`src/rtl/bcd_seg_scan_driver_if.sv`:
```
// bcd_seg_scan_driver_if: BCD word in, multiplexed seven-segment pins out
interface bcd_seg_scan_driver_if #(
  parameter int DIGITS = 2
);
  logic [4*DIGITS-1:0] bcd_in;
  logic                load;
  logic                enable;
  logic [6:0]          seg_out;
  logic [DIGITS-1:0]   an_out;
  logic                digit_err;
  logic                frame_done;
  modport master (output bcd_in, load, enable, input seg_out, an_out, digit_err, frame_done);
  modport slave  (input bcd_in, load, enable, output seg_out, an_out, digit_err, frame_done);
endinterface

```
`src/rtl/bcd_seg_scan_driver.sv`:
```
// bcd_seg_scan_driver: latches a packed BCD word and scans it onto a multiplexed seven-segment display
module bcd_seg_scan_driver #(
  parameter int DIGITS         = 2,
  parameter int PRESCALE       = 1000,
  parameter bit SEG_ACTIVE_LOW = 1'b1,
  parameter bit AN_ACTIVE_LOW  = 1'b1,
  parameter bit BLANK_LZ       = 1'b1
) (
  input logic                  clk,
  input logic                  reset,
  bcd_seg_scan_driver_if.slave bus
);
  localparam int PW = PRESCALE > 1 ? $clog2(PRESCALE) : 1;
  localparam int IW = DIGITS > 1 ? $clog2(DIGITS) : 1;
  localparam logic [6:0] SEG_OFF = SEG_ACTIVE_LOW ? 7'h7F : 7'h00;
  localparam logic [DIGITS-1:0] AN_OFF = AN_ACTIVE_LOW ? '1 : '0;
  // gfedcba active-high; A-F show a dash
  localparam logic [6:0] DEC [16] = '{7'h3F, 7'h06, 7'h5B, 7'h4F, 7'h66, 7'h6D, 7'h7D, 7'h07,
                                      7'h7F, 7'h6F, 7'h40, 7'h40, 7'h40, 7'h40, 7'h40, 7'h40};
  logic [4*DIGITS-1:0] shadow_q;
  logic                err_q, err_d, fd_q, fd_d;
  logic [PW-1:0]       pre_q, pre_d;
  logic [IW-1:0]       idx_q, idx_d;
  logic [6:0]          seg_q, seg_d, lit;
  logic [DIGITS-1:0]   an_q, an_d, sel;
  logic [3:0]          nib;
  logic                blank, zero, last, on;
  always_comb begin
    err_d = 1'b0;
    for (int i = 0; i < DIGITS; i++) err_d = err_d | (bus.bcd_in[4*i +: 4] > 4'd9);
  end
  always_comb begin
    nib = 4'd0;
    blank = 1'b0;
    zero = 1'b1;
    // walk from the most significant digit so zero means "this and all above are 0"
    for (int i = DIGITS - 1; i >= 0; i--) begin
      zero = zero & (shadow_q[4*i +: 4] == 4'd0);
      if (idx_q == IW'(i)) begin
        nib = shadow_q[4*i +: 4];
        blank = BLANK_LZ && (i > 0) && zero;
      end
    end
    lit = DEC[nib];
    sel = DIGITS'(1) << idx_q;
    last = pre_q == PW'(PRESCALE - 1);
    pre_d = bus.enable ? (last ? '0 : pre_q + PW'(1)) : pre_q;
    idx_d = (bus.enable && last) ? (idx_q == IW'(DIGITS - 1) ? '0 : idx_q + IW'(1)) : idx_q;
    fd_d = bus.enable && last && idx_q == IW'(DIGITS - 1);
    on = bus.enable && pre_q != '0;
    seg_d = (on && !blank) ? (SEG_ACTIVE_LOW ? ~lit : lit) : SEG_OFF;
    an_d = on ? (AN_ACTIVE_LOW ? ~sel : sel) : AN_OFF;
  end
  always_ff @(posedge clk) begin
    if (reset) begin
      shadow_q <= '0;
      err_q <= 1'b0;
      pre_q <= '0;
      idx_q <= '0;
      seg_q <= SEG_OFF;
      an_q <= AN_OFF;
      fd_q <= 1'b0;
    end else begin
      if (bus.load) begin
        shadow_q <= bus.bcd_in;
        err_q <= err_d;
      end
      pre_q <= pre_d;
      idx_q <= idx_d;
      seg_q <= seg_d;
      an_q <= an_d;
      fd_q <= fd_d;
    end
  end
  assign bus.seg_out = seg_q;
  assign bus.an_out = an_q;
  assign bus.digit_err = err_q;
  assign bus.frame_done = fd_q;
endmodule

```
`src/flat_wrapper.sv`:
```
// flat-port wrapper written by rule: the top's interface ports become plain ports
module bcd_seg_scan_driver_flat 
#(
  parameter int DIGITS         = 2,
  parameter int PRESCALE       = 1000,
  parameter bit SEG_ACTIVE_LOW = 1'b1,
  parameter bit AN_ACTIVE_LOW  = 1'b1,
  parameter bit BLANK_LZ       = 1'b1
)
  (clk, reset, bus_bcd_in, bus_load, bus_enable, bus_seg_out, bus_an_out, bus_digit_err, bus_frame_done);
  bcd_seg_scan_driver_if #(.DIGITS(DIGITS)) bus_i ();
  input logic clk;
  input logic reset;
  input wire logic [$bits(bus_i.bcd_in)-1:0] bus_bcd_in;
  input wire logic [$bits(bus_i.load)-1:0] bus_load;
  input wire logic [$bits(bus_i.enable)-1:0] bus_enable;
  output wire logic [$bits(bus_i.seg_out)-1:0] bus_seg_out;
  output wire logic [$bits(bus_i.an_out)-1:0] bus_an_out;
  output wire logic [$bits(bus_i.digit_err)-1:0] bus_digit_err;
  output wire logic [$bits(bus_i.frame_done)-1:0] bus_frame_done;
  assign bus_i.bcd_in = bus_bcd_in;
  assign bus_i.load = bus_load;
  assign bus_i.enable = bus_enable;
  assign bus_seg_out = bus_i.seg_out;
  assign bus_an_out = bus_i.an_out;
  assign bus_digit_err = bus_i.digit_err;
  assign bus_frame_done = bus_i.frame_done;
  bcd_seg_scan_driver #(.DIGITS(DIGITS), .PRESCALE(PRESCALE), .SEG_ACTIVE_LOW(SEG_ACTIVE_LOW), .AN_ACTIVE_LOW(AN_ACTIVE_LOW), .BLANK_LZ(BLANK_LZ)) u_core (.clk(clk), .reset(reset), .bus(bus_i));
endmodule
```
`config.mk`:
```
export PLATFORM = sky130hd
export DESIGN_NAME = bcd_seg_scan_driver_flat
export DESIGN_NICKNAME = d
export VERILOG_FILES = /design/src/rtl/bcd_seg_scan_driver_if.sv /design/src/rtl/bcd_seg_scan_driver.sv /design/src/flat_wrapper.sv
export SDC_FILE = /design/constraint.sdc
export NUM_CORES = 1
export LEC_CHECK = 0
export ABC_AREA = 1
export CAP_MARGIN = 20
export CORE_MARGIN = 2
export CORE_UTILIZATION = 30
export DETAILED_ROUTE_END_ITERATION = 10
export SYNTH_ARGS = -nofsm -noshare
export SYNTH_HDL_FRONTEND = slang
export SYNTH_SLANG_ARGS = --single-unit
```
`constraint.sdc`:
```
create_clock -name clk -period 3.2 [get_ports clk]
set_input_delay 0.96 -clock clk [delete_from_list [all_inputs] [get_ports clk]]
set_output_delay 0.96 -clock clk [all_outputs]
set_load 0.02 [all_outputs]
```
### Word level (Yosys, flattened, before mapping)

Memory sizes are Yosys's and may differ from the RTL's.
Cells that the tools add are included.

| operators by class | value |
|---|---|
| add/sub/neg operators | 2 |
| mux-type cells | 6 |
| bitwise gates (word level) | 6 |
| shifts and indexed selects | 1 |
| equal/unequal tests | 1 |
| magnitude comparators | 3 |
| reductions and logical operators | 9 |

Operator list:

| cell | count |
|---|---|
| 7-bit two-way mux | 2 |
| 10-bit by 1-bit adder with 10-bit output (second input constant) | 1 |
| 10-bit == test (second input constant) | 1 |
| 10-bit two-way mux | 1 |
| 10-bit nonzero test | 1 |
| 4-bit greater-than comparator (second input constant) | 2 |
| 7-bit inverter | 1 |
| 5-bit >= comparator (second input constant) | 1 |
| 4-bit inverter with 5-bit output | 1 |
| 1-bit logical AND | 4 |
| 4-bit logical NOT | 1 |
| 4-bit two-way mux | 1 |
| 2-bit OR reduction | 2 |
| 1-bit two-way mux | 2 |
| 1-bit inverter | 2 |
| 2-bit inverter | 1 |
| 1-bit by 1-bit << shifter with 2-bit output (first input constant) | 1 |
| 1-bit adder (second input constant) | 1 |
| 1-bit logical NOT | 1 |
| 1-bit OR | 1 |

| word-level totals | value |
|---|---|
| register bits after elaboration | 30 |
| bits in read-only memories | 112 |
| output and inout bits | 11 |
| memories | 1 |
| logic and storage cells | 36 |
| input port bits | 12 |

Memories:

| name | words | width | rd ports | clocked after Yosys merged registers in | wr ports | RTL line | source |
|---|---|---|---|---|---|---|---|
| (name not given) | 16 | 7 | 1 | 0 | 0 | bcd_seg_scan_driver.sv:44 | `lit = DEC[nib];` |

### Depth between registers and ports, before layout

Gate-level depths: netlist of the first run.

| depth | value |
|---|---|
| depth after elaboration | 6 |
| mapped depth | 11 |
| gate-level depth less buffers | 10 |

### Worst setup path after synthesis of the first run

No wires, ideal clock.

| path | value |
|---|---|
| path kind | input to register |
| from | input port bus_enable |
| to | register u_core.seg_q[0] (netlist: u_core.bus.seg_out[0]) |
| library setup time | 0.124 ns |
| stages on the path | 5 |
| required time | 3.076 ns |
| slack | 1.696 ns |
| arrival time | 1.380 ns |
| path buffers | 0 |
| path through | inv_2 -> nor2_1 -> o21ai_1 -> nor2_2 -> nand2_1 |

| on the way | value |
|---|---|
| cells in the longest elaborated chain, start to end | 4 |

RTL lines:

| element | RTL line | source |
|---|---|---|
| start: declaration | flat_wrapper.sv:16 | `input wire logic [$bits(bus_i.enable)-1:0] bus_enable;` |
| 1-bit logical AND | bcd_seg_scan_driver.sv:50 | `on = bus.enable && pre_q != '0;` |
| 1-bit logical AND | bcd_seg_scan_driver.sv:51 | `seg_d = (on && !blank) ? (SEG_ACTIVE_LOW ? ~lit : lit) : SEG_OFF;` |
| 1-bit inverter (no source line) | - |  |
| 2-bit OR reduction (no source line) | - |  |
| end signal: assignment | bcd_seg_scan_driver.sv:70 | `seg_q <= seg_d;` |
| end: declaration | bcd_seg_scan_driver.sv:24 | `logic [6:0] seg_q, seg_d, lit;` |

Every way passes these cells.
A chain may end at the register's enable or synchronous reset.

### Final worst setup path of the first run

| path | value |
|---|---|
| from | register u_core.err_q (netlist: u_core.bus.digit_err) |
| to | output port bus_digit_err |

RTL lines:

| element | RTL line | source |
|---|---|---|
| start: declaration | bcd_seg_scan_driver.sv:21 | `logic err_q, err_d, fd_q, fd_d;` |
| start signal: assignment | bcd_seg_scan_driver.sv:66 | `err_q <= err_d;` |
| end: declaration | flat_wrapper.sv:19 | `output wire logic [$bits(bus_i.digit_err)-1:0] bus_digit_err;` |

No word-level cell between the ends.

==> results.cfg, run 1 <==
[pwr]
sw_frac_of_total_pct = 25.8
vdd_drop_max_mv = 0.156
sequentialPowerShare_pct = 48.2
pwr-share-clk_pct = 38.4
power_frac_comb_pct = 13.4
p_sw_w = 0.000213
power.density_nw_per_um2 = 431
p_leak_nw = 0.804
p_int_w = 0.000611
p_total_w = 0.000824

[yosys]
synth.top_cell.area_share_pct = 39.2
yosys.area_share.adder_pct = 5.72
yosys-top-cells-area = dfxtp_1 39%, nand2_1 12%, inv_1 6.6%
ys_seq_area_share_pct = 39.2
async_flop_share_pct = 0
synth_top_area_cell = dfxtp_1
synth_xor_area_share_pct = 0.572
synth-simple-area-share_pct = 35.6
synth_top_family_by_area = simple AND/OR/NAND/NOR gates
syn_nets = 227
ys_warn_count = 0
synth_mux_area_share_pct = 0
synth-compound-area-share_pct = 9.56
synth_enable_flop_cells = 0
ys_types = 28
ys_seq_elements = 30
syn_inst = 208
syn_avg_cell_area_um2 = 7.36
netlist_area_um2 = 1530
synth-main-ff-cell = dfxtp_1

[global_route]
grt_first_pass_wirelength_um = 5240
grt_pass1_vias = 1215
antenna_found_initial = 0
grt_max_degree = 15
grt_overflow_total = 0
grt_usage_pct = 12.2

[setup_path]
ff2ff_path_depth = 8
cpMaxStageDelayCell = clkdlybuf4s50_1
criticalPathCategory = reg2out
worstSetupStartpointType = flip-flop
crit_fanout = 2
critPathTopFamily = buffers and inverters
cp_num_buf_inv = 1
cp_data_required_time_ns = 2.24
worstPathArrival_ns = 1.21
cp_slowest_stage_delay_ns = 0.60
cp.depth = 1
crit_chain = clkdlybuf4s50_1
cp-end-kind = output port

[cts]
htreeDepth = 2
post-cts-setup-buffers = 0
cts_buffers = 5
clockRootBuffer = clkbuf_8
cts_resized = 0
path_clk_slew_ns = 0.07
cts_tree = built
cts_sinks = 30
clk_latency_ns = 0.28
ctsLongestPathBuffers = 2
cts_hold_buf = 0

[detailed_routing]
wl_per_cell_um = 9.75
viasPerCell = 4.17
routed_wirelength_um = 2970
num_vias = 1273
firstDrtPassIters = 7
ant_nets = 0
drc_errors = 0
drtIter0Drc = 62

[flow_run]
drv_cap = 0

[place]
hpwl_um = 2250
gp_congestion = 0.796
dp_cells = 297
io_buffer_count = 22

[timing]
tightest_slew_ns = 0.438
fmax_mhz = 460
fin_skew_ns = 0.00692
rsz0062_at_grt = false
period_minus_slack_ns = 2.17
setup-tns-final_ns = 0
hold_violations = 0
finalCritPeriodShare_pct = 67.9
setup_viol = 0
maxSlewViolCount = 0
maxSlewHeadroom_pct = 70.8

[finish]
utilization_pct = 38.1
drive_above_1_share_pct = 12.8
final_cell_mix = 49 x nand2_1, 30 x dfxtp_1, 27 x inv_1
fillers = 543
finalNonFillerCells = 305
final_common_cell = nand2_1
antenna_cells = 0
regArea_um2 = 601
multiInputGateArea_um2 = 788
nets = 253
syn_to_final_growth_pct = 24.8

[hold_path]
hold-path-cell-count = 2
min_path_type = reg2reg

[run_status]
status = finished clean

[floorplan]
ios = 23
die_w_um = 75.5
core_um2 = 5010
rows = 26
die_area_um2 = 5690
start_util_pct = 30.6
die_y_um = 75.5
cell usage after synthesis, types with 2 or more instances:
cell and n:
nand2_4 2, dfxtp_1 30, nor2_2 2, nor2_1 22
o211ai_1 2, a21oi_1 12, nand3b_1 4, nand3_1 16
nand2_2 6, nor2_4 3, nand3_2 3, nand4_1 2
nand2_1 49, inv_2 3, inv_1 27, o21ai_0 7
ha_1 7
path summary, 6_finish.rpt:
check / start / endpoint / slack, ns
max: u_core.bus.digit_err$_SDFFE_PP0P_ / bus_digit_err / 1.03
min: u_core.shadow_q[1]$_SDFFE_PP0P_ / u_core.shadow_q[1]$_SDFFE_PP0P_ / 0.46
max reg2reg: u_core.idx_q$_SDFFE_PP0P_ / u_core.bus.seg_out[1]$_SDFF_PP1_ / 1.51
min reg2reg: u_core.shadow_q[1]$_SDFFE_PP0P_ / u_core.shadow_q[1]$_SDFFE_PP0P_ / 0.46
per-layer routing:
layer	up-vias	track usage [%]	wire length, um
met5	-	0	0
met4	0	5.85	32
met3	4	3.17	115
met2	27	19.3	1260
met1	536	15.5	1570
li1	706	-	-
logic make-up after synthesis:
kind of cell	count (synthesis)
XOR/XNOR	1
flip-flops	30
AND/OR/NAND/NOR	111
adder cells (fa/ha/maj)	7
buffers and inverters	34
AO/OA/AOI/OAI	25
cell type report:
type	count	share of cell area, %
Sequential cell	30	31.4
Multi-Input combinational cell	144	41.3
Clock buffer	6	4.32
Tap cell	70	4.58
Clock inverter	2	0.655
Timing Repair Buffer	22	11.5
Inverter	31	6.22
metrics by stage:
step	setup WS (ns)	hold slack [ns]	cell area, um^2
after floorplan	1.70	0.433	1530
after global placement	0.923	0.449	1820
after detailed placement	0.895	0.452	1820
after CTS	1.01	0.462	1910
after global routing	0.957	0.499	1910
final	1.03	0.460	1910
sequential cells by signal, summed over array words and instances, names as in the netlist:
signal                 cells
u_core.pre_q              10
u_core.shadow_q            8
u_core.bus.seg_out         7
u_core.bus.an_out          2
u_core.bus.digit_err       1
u_core.bus.frame_done      1
u_core.idx_q               1
power by group through the flow:
stage | clock (W) | sequential (W) | combinational [W]
2_1_floorplan | 0 | 0.000413 | 0.0000619
3_3_place_gp | 0 | 0.000406 | 0.000110
3_5_place_dp | 0 | 0.000406 | 0.000111
4_1_cts | 0.000327 | 0.000397 | 0.000111
5_1_grt | 0.000347 | 0.000399 | 0.000127
6_report | 0.000316 | 0.000397 | 0.000111
Power figures use the tool's default switching activity.
==> run 2, diff against run 1 <==
==> constraint.sdc (replaced) <==
create_clock -name clk -period 2.1 [get_ports clk]
set_input_delay 0.63 -clock clk [delete_from_list [all_inputs] [get_ports clk]]
set_output_delay 0.63 -clock clk [all_outputs]
set_load 0.02 [all_outputs]
==> results.cfg, run 2 (synthesis results as in run 1) <==
[cts]
cts_buffers = 5
cts_sinks = 30
post-cts-setup-buffers = 0
path_clk_slew_ns = 0.07
cts_hold_buf = 0
htreeDepth = 2
cts_resized = 0
cts_tree = built
clk_latency_ns = 0.28
ctsLongestPathBuffers = 2
clockRootBuffer = clkbuf_8

[setup_path]
cpMaxStageDelayCell = clkdlybuf4s50_1
cp-end-kind = output port
critPathTopFamily = buffers and inverters
cp_num_buf_inv = 1
worstPathArrival_ns = 1.22
criticalPathCategory = reg2out
cp_data_required_time_ns = 1.47
worstSetupStartpointType = flip-flop
crit_fanout = 2
cp_slowest_stage_delay_ns = 0.60
crit_chain = clkdlybuf4s50_1

[finish]
nets = 254
finalNonFillerCells = 306
drive_above_1_share_pct = 13.1
fillers = 556
multiInputGateArea_um2 = 788
regArea_um2 = 601
final_common_cell = nand2_1
largest_reg_flops = 10
syn_to_final_growth_pct = 26.1
antenna_cells = 0
regMostFlops = u_core.pre_q
final_cell_mix = 49 x nand2_1, 30 x dfxtp_1, 27 x inv_1

[global_route]
grt_pass1_vias = 1143
grt_overflow_total = 0
grt_max_degree = 15
grt_usage_pct = 11.6
grt_first_pass_wirelength_um = 5040
antenna_found_initial = 0

[timing]
hold-worst-slack_ns = 0.464
rsz0062_at_grt = false
hold_violations = 0
fmax_mhz = 540
finalCritPeriodShare_pct = 88.3
period_minus_slack_ns = 1.85
setup_viol = 0
maxSlewHeadroom_pct = 68.1
fin_skew_ns = 0.00900
setup-tns-final_ns = 0
tightest_slew_ns = 0.477
maxSlewViolCount = 0

[detailed_routing]
wl_met3_um = 161
topRoutingLayerUsed = met4
drc_errors = 0
met2_wirelength_um = 1220
viasPerCell = 4.35
wl_per_cell_um = 9.78
firstDrtPassIters = 4
ant_nets = 0
wl_met1_um = 1540
routed_wirelength_um = 2990
num_vias = 1330
drtIter0Drc = 55

[place]
hpwl_um = 2270
io_buffer_count = 22
gp_congestion = 0.818
dp_cells = 298

[floorplan]
rows = 26
ios = 23
die_w_um = 75.5
die_y_um = 75.5
die_area_um2 = 5690
core_um2 = 5010
start_util_pct = 30.6

[pwr]
vdd_drop_max_mv = 0.300
power.density_nw_per_um2 = 695
p_leak_nw = 0.819

[hold_path]
min_path_type = reg2reg

[run_status]
status = finished clean

[flow_run]
drv_cap = 0
==> run 2: cell count changes in the layout (fill, tap and decap cells not counted), sizes merged <==
cell,change
clkbuf,-1
clkinv,+1
buf,+1
bufinv,+1
clkinvlp,-1
==> run 2: final timing paths <==
kind / startpoint / end / slack, ns / depth (start not counted)
min reg2reg: u_core.shadow_q[1]$_SDFFE_PP0P_ / u_core.shadow_q[1]$_SDFFE_PP0P_ / 0.46 / 2
max: u_core.bus.digit_err$_SDFFE_PP0P_ / bus_digit_err / 0.25 / 1
max reg2reg: u_core.idx_q$_SDFFE_PP0P_ / u_core.bus.seg_out[1]$_SDFF_PP1_ / 0.36 / 8
min: u_core.shadow_q[1]$_SDFFE_PP0P_ / u_core.shadow_q[1]$_SDFFE_PP0P_ / 0.46 / 2
==> run 2: area by class of cell <==
class / instances / area share (%)
tap: 70 / 4.53
inverter: 31 / 6.15
sequential: 30 / 31.1
timing repair buffer: 23 / 11.8
clock buffer: 5 / 3.56
multi-input combinational: 144 / 40.8
clock inverter: 3 / 2.07
==> run 2: report_power, final <==
part / total, W / switching [W] / internal [W]
Combinational: 0.000170 / 0.0000942 / 0.0000759
Sequential: 0.000606 / 0.0000122 / 0.000594
Clock: 0.000566 / 0.000217 / 0.000349
Total: 0.00134 / 0.000324 / 0.00102
==> run 2: routing by layer <==
metal	global-route usage [%]	vias up
li1	-	709
met2	17.0	36
met5	0	-
met1	15.3	578
met3	3.04	7
met4	7.02	0
==> run 2: per-stage QoR <==
step	power [W]	area [um^2]	setup slack [ns]	utilization, %
after floorplan	0.000724	1530	0.714	-
after global placement	0.000787	1820	0.184	36.4
after detailed placement	0.000788	1820	0.147	36.4
after CTS	0.00136	1930	0.230	38.6
after global routing	0.00141	1930	0.197	38.6
final	0.00134	1930	0.247	38.6
